--- src/rtl/stopwatch_count_ctrl_pkg.sv ---
// Shared types and constants for the stopwatch count controller.
package stopwatch_count_ctrl_pkg;

  localparam int unsigned COUNT_W           = 14;
  localparam int unsigned COUNT_MAX_DEFAULT = 9999;

  typedef enum logic [1:0] {
    ST_STOP  = 2'd0,
    ST_RUN   = 2'd1,
    ST_CLEAR = 2'd2
  } sw_state_e;

endpackage

--- src/rtl/stopwatch_tick_gen.sv ---
// Divide-by-DIV phase counter; tick flags the last phase while enabled.
module stopwatch_tick_gen
  import stopwatch_count_ctrl_pkg::*;
#(
  parameter int unsigned DIV = 10
) (
  input  logic clk,
  input  logic reset,
  input  logic enable,
  input  logic clear,
  output logic tick
);

  localparam int unsigned CNT_W = (DIV > 1) ? $clog2(DIV) : 1;
  localparam logic [CNT_W-1:0] LAST = CNT_W'(DIV - 1);

  logic [CNT_W-1:0] cnt_q;
  logic [CNT_W-1:0] cnt_d;

  // Next phase: clear dominates, hold when disabled so pause keeps phase.
  always_comb begin
    cnt_d = cnt_q;
    if (clear) begin
      cnt_d = '0;
    end else if (enable) begin
      cnt_d = (cnt_q == LAST) ? '0 : cnt_q + CNT_W'(1);
    end
  end

  // Phase register.
  always_ff @(posedge clk) begin
    if (reset) begin
      cnt_q <= '0;
    end else begin
      cnt_q <= cnt_d;
    end
  end

  assign tick = enable && (cnt_q == LAST);

endmodule

--- src/rtl/stopwatch_count_ctrl.sv ---
// Stopwatch count controller: button edges drive a run/stop/clear FSM and a
// modulo-(COUNT_MAX+1) display counter advanced at TICK_HZ.
// Build option: define STOPWATCH_COUNT_DOWN_EN to let sw_mode select down counting.
module stopwatch_count_ctrl
  import stopwatch_count_ctrl_pkg::*;
#(
  parameter int unsigned CLK_FREQ  = 100_000_000,
  parameter int unsigned TICK_HZ   = 10,
  parameter int unsigned COUNT_MAX = COUNT_MAX_DEFAULT
) (
  input  logic               clk,
  input  logic               reset,
  input  logic               btn_run_stop,
  input  logic               btn_clear,
  input  logic               sw_mode,
  output logic [COUNT_W-1:0] count,
  output logic               o_run,
  output logic               o_tick
);

  localparam int unsigned DIV = CLK_FREQ / TICK_HZ;
  localparam logic [COUNT_W-1:0] MAX_C = COUNT_W'(COUNT_MAX);

  if (DIV < 2) begin : g_div_check
    $error("stopwatch_count_ctrl: CLK_FREQ/TICK_HZ must be >= 2");
  end
  if (COUNT_MAX >= (1 << COUNT_W)) begin : g_max_check
    $error("stopwatch_count_ctrl: COUNT_MAX does not fit in COUNT_W bits");
  end

  logic               btn_run_stop_q;
  logic               btn_clear_q;
  logic               run_stop_re;
  logic               clear_re;
  sw_state_e          state_q;
  sw_state_e          state_d;
  logic [COUNT_W-1:0] count_q;
  logic [COUNT_W-1:0] count_d;
  logic               o_run_q;
  logic               o_run_d;
  logic               o_tick_q;
  logic               o_tick_d;
  logic               tick;

`ifndef STOPWATCH_COUNT_DOWN_EN
  logic unused_sw_mode;
  assign unused_sw_mode = sw_mode;
`endif

  // Button history; loads through reset so a held button gives no edge.
  always_ff @(posedge clk) begin
    btn_run_stop_q <= btn_run_stop;
    btn_clear_q    <= btn_clear;
  end

  assign run_stop_re = btn_run_stop & ~btn_run_stop_q;
  assign clear_re    = btn_clear & ~btn_clear_q;

  stopwatch_tick_gen #(
    .DIV (DIV)
  ) u_tick_gen (
    .clk    (clk),
    .reset  (reset),
    .enable (state_q == ST_RUN),
    .clear  (state_q == ST_CLEAR),
    .tick   (tick)
  );

  // Next state: clear beats run/stop in STOP; CLEAR lasts one cycle.
  always_comb begin
    state_d = state_q;
    unique case (state_q)
      ST_STOP: begin
        if (clear_re) begin
          state_d = ST_CLEAR;
        end else if (run_stop_re) begin
          state_d = ST_RUN;
        end
      end
      ST_RUN: begin
        if (run_stop_re) begin
          state_d = ST_STOP;
        end
      end
      ST_CLEAR: state_d = ST_STOP;
      default:  state_d = ST_STOP;
    endcase
  end

  // Next count and status outputs.
  always_comb begin
    count_d  = count_q;
    o_run_d  = (state_d == ST_RUN);
    o_tick_d = tick;
    if (state_q == ST_CLEAR) begin
      count_d = '0;
    end else if (tick) begin
`ifdef STOPWATCH_COUNT_DOWN_EN
      if (sw_mode) begin
        count_d = (count_q == '0) ? MAX_C : count_q - COUNT_W'(1);
      end else begin
        count_d = (count_q == MAX_C) ? '0 : count_q + COUNT_W'(1);
      end
`else
      count_d = (count_q == MAX_C) ? '0 : count_q + COUNT_W'(1);
`endif
    end
  end

  // State, count and output registers.
  always_ff @(posedge clk) begin
    if (reset) begin
      state_q  <= ST_STOP;
      count_q  <= '0;
      o_run_q  <= 1'b0;
      o_tick_q <= 1'b0;
    end else begin
      state_q  <= state_d;
      count_q  <= count_d;
      o_run_q  <= o_run_d;
      o_tick_q <= o_tick_d;
    end
  end

  assign count  = count_q;
  assign o_run  = o_run_q;
  assign o_tick = o_tick_q;

endmodule

--- config.mk ---
export PLATFORM = sky130hd
export DESIGN_NAME = stopwatch_count_ctrl
export DESIGN_NICKNAME = d
export VERILOG_FILES = /design/src/rtl/stopwatch_count_ctrl_pkg.sv /design/src/rtl/stopwatch_tick_gen.sv /design/src/rtl/stopwatch_count_ctrl.sv
export SDC_FILE = /design/constraint.sdc
export NUM_CORES = 1
export LEC_CHECK = 0
export ABC_AREA = 1
export BUFFER_PORTS_ARGS = -buffer_cell sky130_fd_sc_hd__buf_2
export CAP_MARGIN = 20
export CELL_PAD_IN_SITES_DETAIL_PLACEMENT = 1
export CELL_PAD_IN_SITES_GLOBAL_PLACEMENT = 1
export CORE_ASPECT_RATIO = 2
export CORE_MARGIN = 2
export CORE_UTILIZATION = 35
export CTS_CLUSTER_DIAMETER = 30
export DETAILED_ROUTE_END_ITERATION = 10
export GPL_TIMING_DRIVEN = 0
export PLACE_DENSITY_LB_ADDON = 0.1
export SYNTH_ARGS = -nofsm -noshare
export SYNTH_HDL_FRONTEND = slang
export SYNTH_HIERARCHICAL = 1
export SYNTH_SLANG_ARGS = --single-unit
export TNS_END_PERCENT = 5
--- constraint.sdc ---
create_clock -name clk -period 2.15 [get_ports clk]
set_input_delay 0.1075 -clock clk [delete_from_list [all_inputs] [get_ports clk]]
set_output_delay 0.1075 -clock clk [all_outputs]
set_load 0.005 [all_outputs]
==> run_results.csv, run 1 <==
group,metric,value,unit
clocking,worstSkewPairLatency,0.29,ns
synth,yosysWarningCount,6,
worst_setup_path,slowest_delay,0.39,ns
floorplanning,initial_utilization,35.73,%
worst_setup_path,path_class,"flop to flop",
clocking,cts_buffers,5,
worst_setup_path,crit_chain,"ha_4 > nand3_2 > nor2_1 > nand3_2 > nor2_4 > nand2_1 > nor2_4 > nand2_4 > nor2_4 > inv_2 > nor2_1 > nor2_2",
cells_and_area,diodes,0,
timing,slew_viol_final,0,
global_route,grt_pass1_wl,9.949,mm
routing,vias_per_cell,4.681,
cells_and_area,post-route-util,42.43,%
power,p_int,1385,uW
power,netSwitchingFraction,21.25,%
clocking,cts_tree,"yes",
worst_setup_path,crit_top_cell,"nor2_4",
worst_setup_path,worstSetupStartpointType,"flop",
place,globalplace.congestion,0.8166,
cells_and_area,fill_cells,888,
timing,clock_skew,0.003522,ns
synth,synth_top_area_share,37.83,%
worst_setup_path,crit_family,"simple AND/OR/NAND/NOR gates",
floorplanning,design.core.area,0.006516,mm2
worst_setup_path,endpoint_kind,"flop",
floorplanning,die_x,61.68,um
floorplanning,die_area,0.007361,mm2
cells_and_area,fin_cells,467,
worst_setup_path,arrival,2.13,ns
timing,fin_crit_sh,90.73,%
clocking,cts_sinks,44,
floorplanning,die_h,119.4,um
cells_and_area,seq_area,883.3,um2
routing,first_pass_iters,4,
timing,period_minus_slack,1.951,ns
worst_setup_path,critical_path_required,2.33,ns
synth,synth_fa_ha_area_share,1.075,%
synth,synth_edf_count,0,
timing,relSlewSlack,75.29,%
power,p_leak,0.001020,uW
place,port-buffer-count,19,
synth,synth_cells,348,
cells_and_area,multiInputGateArea,0.001305,mm2
synth,ys_types,29,
synth,synth_top_family_by_area,"simple AND/OR/NAND/NOR gates",
global_route,antenna_found_initial,0,
clocking,cts_root_buf,"clkbuf_16",
power,vdd_drop_max,444.6,uV
timing,hold_violations,0,
global_route,grtUsageTotal,17.80,%
outcome,outcome,"completed",
worst_setup_path,cp_max_fo,5,
worst_setup_path,worst-path-buf-inv,1,
cells_and_area,syn2layout_area_growth,18.75,%
cells_and_area,layout-drive-gt1-share,18.21,%
synth,netlist_area,0.002328,mm2
power,power_frac_comb,3.3,%
place,hpwl,4.553,mm
synth,synthTopCellsByCount,"nand2_1, nor2_1, dfxtp_1, inv_1",
clocking,clk_path_buf_depth,2,
hold_path,holdCritPathClass,"input pin to flop",
routing,drc_errors,0,
timing,clock.fmax,512.6,MHz
routing,ant_nets,0,
synth,syn_nets,355,
global_route,grt_pass1_vias,2194,
timing,setup_viol,0,
synth,synthSimpleGateAreaFrac,43.85,%
synth,synthMuxAreaShare,0.8598,%
place,dp.cells,455,
global_route,grt_overflow,0,
synth,synth_compound_area_share,4.997,%
synth,yosysTopAreaCell,"dfxtp_1",
routing,drt-total-wl,5.951,mm
routing,drt_iter0_drc,68,
worst_setup_path,cp_slowest_cell,"dfxtp_2",
clocking,htree_levels,2,
run,maxCapViolCount,0,
power,clkPwrFrac,49.8,%
power,power.sequential.fraction,46.9,%
synth,synthXorXnorAreaFrac,4.138,%
cells_and_area,nNetsFinal,385,
power,p_sw,373.8,uW
synth,synth.avg_cell_area,6.691,um2
routing,wl_per_cell,12.74,um
synth,ys_seq_area_share,37.83,%
synth,ys_async_sr_fraction,0,%
clocking,cts.clk_slew.worst_paths,0.06,ns
floorplanning,rows,42,
timing,worstMarginPinSlew,0.3693,ns
timing,whs,0.06280,ns
global_route,grt_max_degree,15,
routing,vias,2186,
power,powerDensity,636.0,mW/mm2
synth,synthFlopType,"dfxtp_1",
synth,ys_ff_latch,44,
floorplanning,pin_count,21,
synth,yosysMostFrequentCell,"nand2_1",
synth,yosys-top-cells-area,"dfxtp_1, nand2_1, nor2_1",
-- flip-flops by register name (all words and copies together), names as in the netlist --
| signal | cells |
|---|---|
| u_tick_gen/cnt_q | 24 |
| count | 14 |
| state_q | 2 |
| btn_clear_q | 1 |
| btn_run_stop_q | 1 |
| o_run | 1 |
| o_tick | 1 |
-- final timing paths --
path	startpoint	cells after the start	slack, ns	end
worst max-delay path	u_tick_gen/cnt_q[0]$_SDFFE_PP0P_	12	0.20	count[9]$_SDFFE_PP0P_
worst min-delay path	reset	2	0.06	state_q[0]$_SDFF_PP0_
worst max register to register	u_tick_gen/cnt_q[0]$_SDFFE_PP0P_	12	0.20	count[9]$_SDFFE_PP0P_
worst min register to register	state_q[0]$_SDFF_PP0_	1	0.45	state_q[1]$_SDFF_PP0_
-- per-stage QoR --
step / instance area, um2 / total power, uW / setup TNS [ns] / worst slack, ns
after floorplan: 2328 / 876.6 / 0 / 0.2718
after global placement: 2534 / 895.2 / -0.03966 / -0.01554
after detailed placement: 2534 / 896.1 / -0.1679 / -0.04914
after CTS: 2730 / 1784 / 0 / 0.03856
after global routing: 2765 / 1822 / -0.009025 / -0.009025
final: 2765 / 1759 / 0 / 0.1992
-- layout make-up --
class / instances / area share (%)
buffer: 1 / 0.2715
multi-input combinational: 260 / 47.19
inverter: 43 / 5.837
clock inverter: 3 / 1.538
sequential: 44 / 31.95
clock buffer: 5 / 4.525
timing repair buffer: 23 / 4.706
tap: 88 / 3.982
-- cell families (layout without fill, tap and decap cells) --
kind of cell             after synthesis  count (layout)
XOR/XNOR                              11              11
flip-flops                            44              44
AO/OA/AOI/OAI                         20              20
adder cells (fa/ha/maj)                2               2
buffers and inverters                 44              75
multiplexers                           2               2
AND/OR/NAND/NOR                      225             225
-- cell usage in the layout, fill, tap and decap left out --
cell type,synthesis,layout
buf_4,1,3
or2_2,1,1
o21ai_0,3,3
a21oi_1,13,13
nand3_1,13,13
dfxtp_2,0,2
clkinvlp_4,0,1
bufinv_16,0,1
nor4_1,1,1
inv_1,36,36
nor2_2,8,9
o22ai_1,1,1
o21ai_4,1,1
nor2_4,7,8
xor2_1,8,8
ha_4,0,1
nand3_2,4,4
ha_1,2,1
o221ai_1,1,1
o21ai_2,0,1
nand4_1,5,5
nand2_1,92,92
clkbuf_16,0,5
clkinv_2,0,1
buf_2,0,19
nand2_2,6,6
nand2_4,1,1
dlygate4sd3_1,0,2
xnor2_1,3,3
or2_0,1,1
mux2i_1,2,2
nor3_1,4,4
dfxtp_1,44,42
nand3b_1,4,4
inv_2,5,5
clkinv_1,2,2
nor2_1,78,76
-- power groups by stage --
stage          registers, uW  clock network (uW)  logic (uW)
6_report                 824                 877        58.0
5_1_grt                  824                 932        65.7
4_1_cts                  823                 903        58.3
3_5_place_dp             841                   0        54.7
3_3_place_gp             841                   0        54.1
2_1_floorplan            841                   0        35.7
-- worst reg2reg max path, delay by kind of cell (launching register included) --
kind,cells,cell delay (ns)
buffers and inverters,1,0.05
DFF,1,0.39
and+or+nand+nor,10,1.22
adders and majority gates,1,0.19
-- per-layer routing --
| metal | share of wire (%) | up-vias | GRT usage, % |
|---|---|---|---|
| li1 | - | 1132 | - |
| met1 | 47 | 1028 | 23.53 |
| met2 | 50 | 21 | 28.22 |
| met3 | 2.1 | 5 | 3.583 |
| met4 | 1.1 | 0 | 5.718 |
| met5 | 0 | - | 0 |
-- repair_timing --
action / in CTS / in global routing
endpoints found under the setup margin: 6 / 13
pin swaps: 0 / 3
hold endpoints to repair: 2 / 0
setup buffers: 0 / 2
gates resized for setup: 3 / 5
hold buffers: 2 / 0
(Power assumes the default switching activity.)
==> inputs of run 2 (changes only) <==
==> constraint.sdc (replaced) <==
create_clock -name clk -period 2.3 [get_ports clk]
set_input_delay 0.115 -clock clk [delete_from_list [all_inputs] [get_ports clk]]
set_output_delay 0.115 -clock clk [all_outputs]
set_load 0.005 [all_outputs]
==> run 2 against run 1 <==
Net effect: non-clock buffer count decreased by 2; global-route usage about the same; critical path depth unchanged; largest cell class unchanged; highest routed layer unchanged.
==> run_results.csv, run 2 (same netlist as run 1, synthesis figures left out) <==
group,metric,value,unit
place,hpwl,4.553,mm
cells_and_area,fill_cells,890,
global_route,antenna_found_initial,0,
place,globalplace.congestion,0.8166,
cells_and_area,largest_reg_flops,24,
cells_and_area,final_common_cell,"nand2_1",
floorplanning,die_x,61.68,um
floorplanning,die_h,119.4,um
timing,hold_violations,0,
clocking,cts_sinks,44,
timing,setup_tns,0,ns
timing,setup_viol,0,
place,port-buffer-count,19,
timing,setup_ws,0.2407,ns
global_route,grt_pass1_wl,9.936,mm
clocking,cts_buffers,5,
worst_setup_path,path_class,"flop to flop",
floorplanning,design.core.area,0.006516,mm2
routing,drt-total-wl,5.782,mm
routing,vias,2163,
worst_setup_path,r2r_setup_slack,0.24,ns
cells_and_area,layout_common_cells,"nand2_1, nor2_1, dfxtp_1",
worst_setup_path,critical_path_required,2.49,ns
floorplanning,die_area,0.007361,mm2
timing,worstMarginPinSlew,0.3692,ns
timing,slew_viol_final,0,
place,place_area,0.002534,mm2
worst_setup_path,endpoint_kind,"flop",
clocking,cts.clk_slew.worst_paths,0.06,ns
floorplanning,pin_count,21,
cells_and_area,post-route-util,41.90,%
global_route,grt_max_degree,15,
clocking,htree_levels,2,
floorplanning,initial_utilization,35.73,%
routing,ant_nets,0,
hold_path,holdCritPathClass,"input pin to flop",
routing,drt_iter0_drc,68,
routing,drc_errors,0,
cells_and_area,top_register,"u_tick_gen/cnt_q",
global_route,grt_pass1_vias,2197,
timing,clock_skew,0.002915,ns
timing,period_minus_slack,2.059,ns
cells_and_area,layout-drive-gt1-share,16.98,%
worst_setup_path,cp_max_fo,6,
cells_and_area,syn2layout_area_growth,17.25,%
timing,relSlewSlack,75.30,%
power,p_leak,0.001007,uW
timing,fin_crit_sh,89.53,%
clocking,clk_path_buf_depth,2,
cells_and_area,diodes,0,
outcome,outcome,"completed",
place,preCtsSetupSlack,0.1009,ns
clocking,worstSkewPairLatency,0.29,ns
clocking,cts_root_buf,"clkbuf_16",
routing,vias_per_cell,4.652,
timing,rsz0062_at_grt,"no",
cells_and_area,final_cell_area,0.002730,mm2
run,maxCapViolCount,0,
floorplanning,rows,42,
timing,clock.fmax,485.6,MHz
routing,first_pass_iters,4,
global_route,grtUsageTotal,17.78,%
worst_setup_path,arrival,2.24,ns
power,vdd_drop_max,414.9,uV
clocking,cts_tree,"yes",
timing,whs,0.07098,ns
cells_and_area,nNetsFinal,383,
global_route,grt_overflow,0,
power,powerDensity,600.5,mW/mm2
worst_setup_path,worstSetupStartpointType,"flop",
routing,wl_per_cell,12.43,um
[run 2: worst paths after layout]
check / start / end / cells after the start
setup reg to reg: u_tick_gen/cnt_q[0]$_SDFFE_PP0P_ / count[8]$_SDFFE_PP0P_ / 12
hold reg to reg: state_q[0]$_SDFF_PP0_ / state_q[1]$_SDFF_PP0_ / 1
setup / recovery: u_tick_gen/cnt_q[0]$_SDFFE_PP0P_ / count[8]$_SDFFE_PP0P_ / 12
hold / removal: reset / state_q[0]$_SDFF_PP0_ / 2
[run 2: critical path, stage by stage (launching register included)]
cell and delay, ns:
dfxtp_1 0.39, ha_2 0.26, nand3_2 0.11, nor2_1 0.13, nand3_2 0.13, nor2_4 0.21, inv_1 0.12, nor2_1 0.10
nand3b_1 0.13, nor2_2 0.18, nor2_4 0.07, nand2_1 0.07, nor2_1 0.05
[run 2: layout make-up]
cell class | instances | area (um2) | area share, %
Buffer | 1 | 7.507 | 0.2750
Clock buffer | 5 | 125.1 | 4.583
Clock inverter | 3 | 42.54 | 1.558
Inverter | 43 | 161.4 | 5.912
Multi-Input combinational cell | 260 | 1287 | 47.16
Sequential cell | 44 | 880.8 | 32.26
Tap cell | 88 | 110.1 | 4.033
Timing Repair Buffer | 21 | 115.1 | 4.216
[run 2: per-layer routing]
| layer | wire length [um] | global-route usage, % | vias to the layer above |
|---|---|---|---|
| met3 | 139 | 3.583 | 5 |
| met2 | 2852 | 28.22 | 24 |
| met4 | 68 | 5.718 | 0 |
| li1 | - | - | 1127 |
| met1 | 2722 | 23.46 | 1007 |
| met5 | 0 | 0 | - |
[run 2: report_power, final]
part	total [uW]	switching (uW)	leakage [uW]	internal (uW)
Combinational	53.0	36.0	0.000572	17.0
Sequential	769	2.85	0.000355	767
Clock	817	307	0.0000798	510
[run 2: metrics by stage]
step | power (uW) | instances
2_1_floorplan | 819.4 | 348
3_3_place_gp | 836.8 | 455
3_5_place_dp | 837.6 | 455
4_1_cts | 1667 | 465
5_1_grt | 1701 | 465
6_report | 1639 | 465
[run 2: timing repair]
item / CTS / global route
hold buffers: 2 / 0
resized for setup: 0 / 3
endpoints found under the setup margin: 0 / 10
setup buffers: 0 / 0
endpoints found under the hold margin: 2 / 0
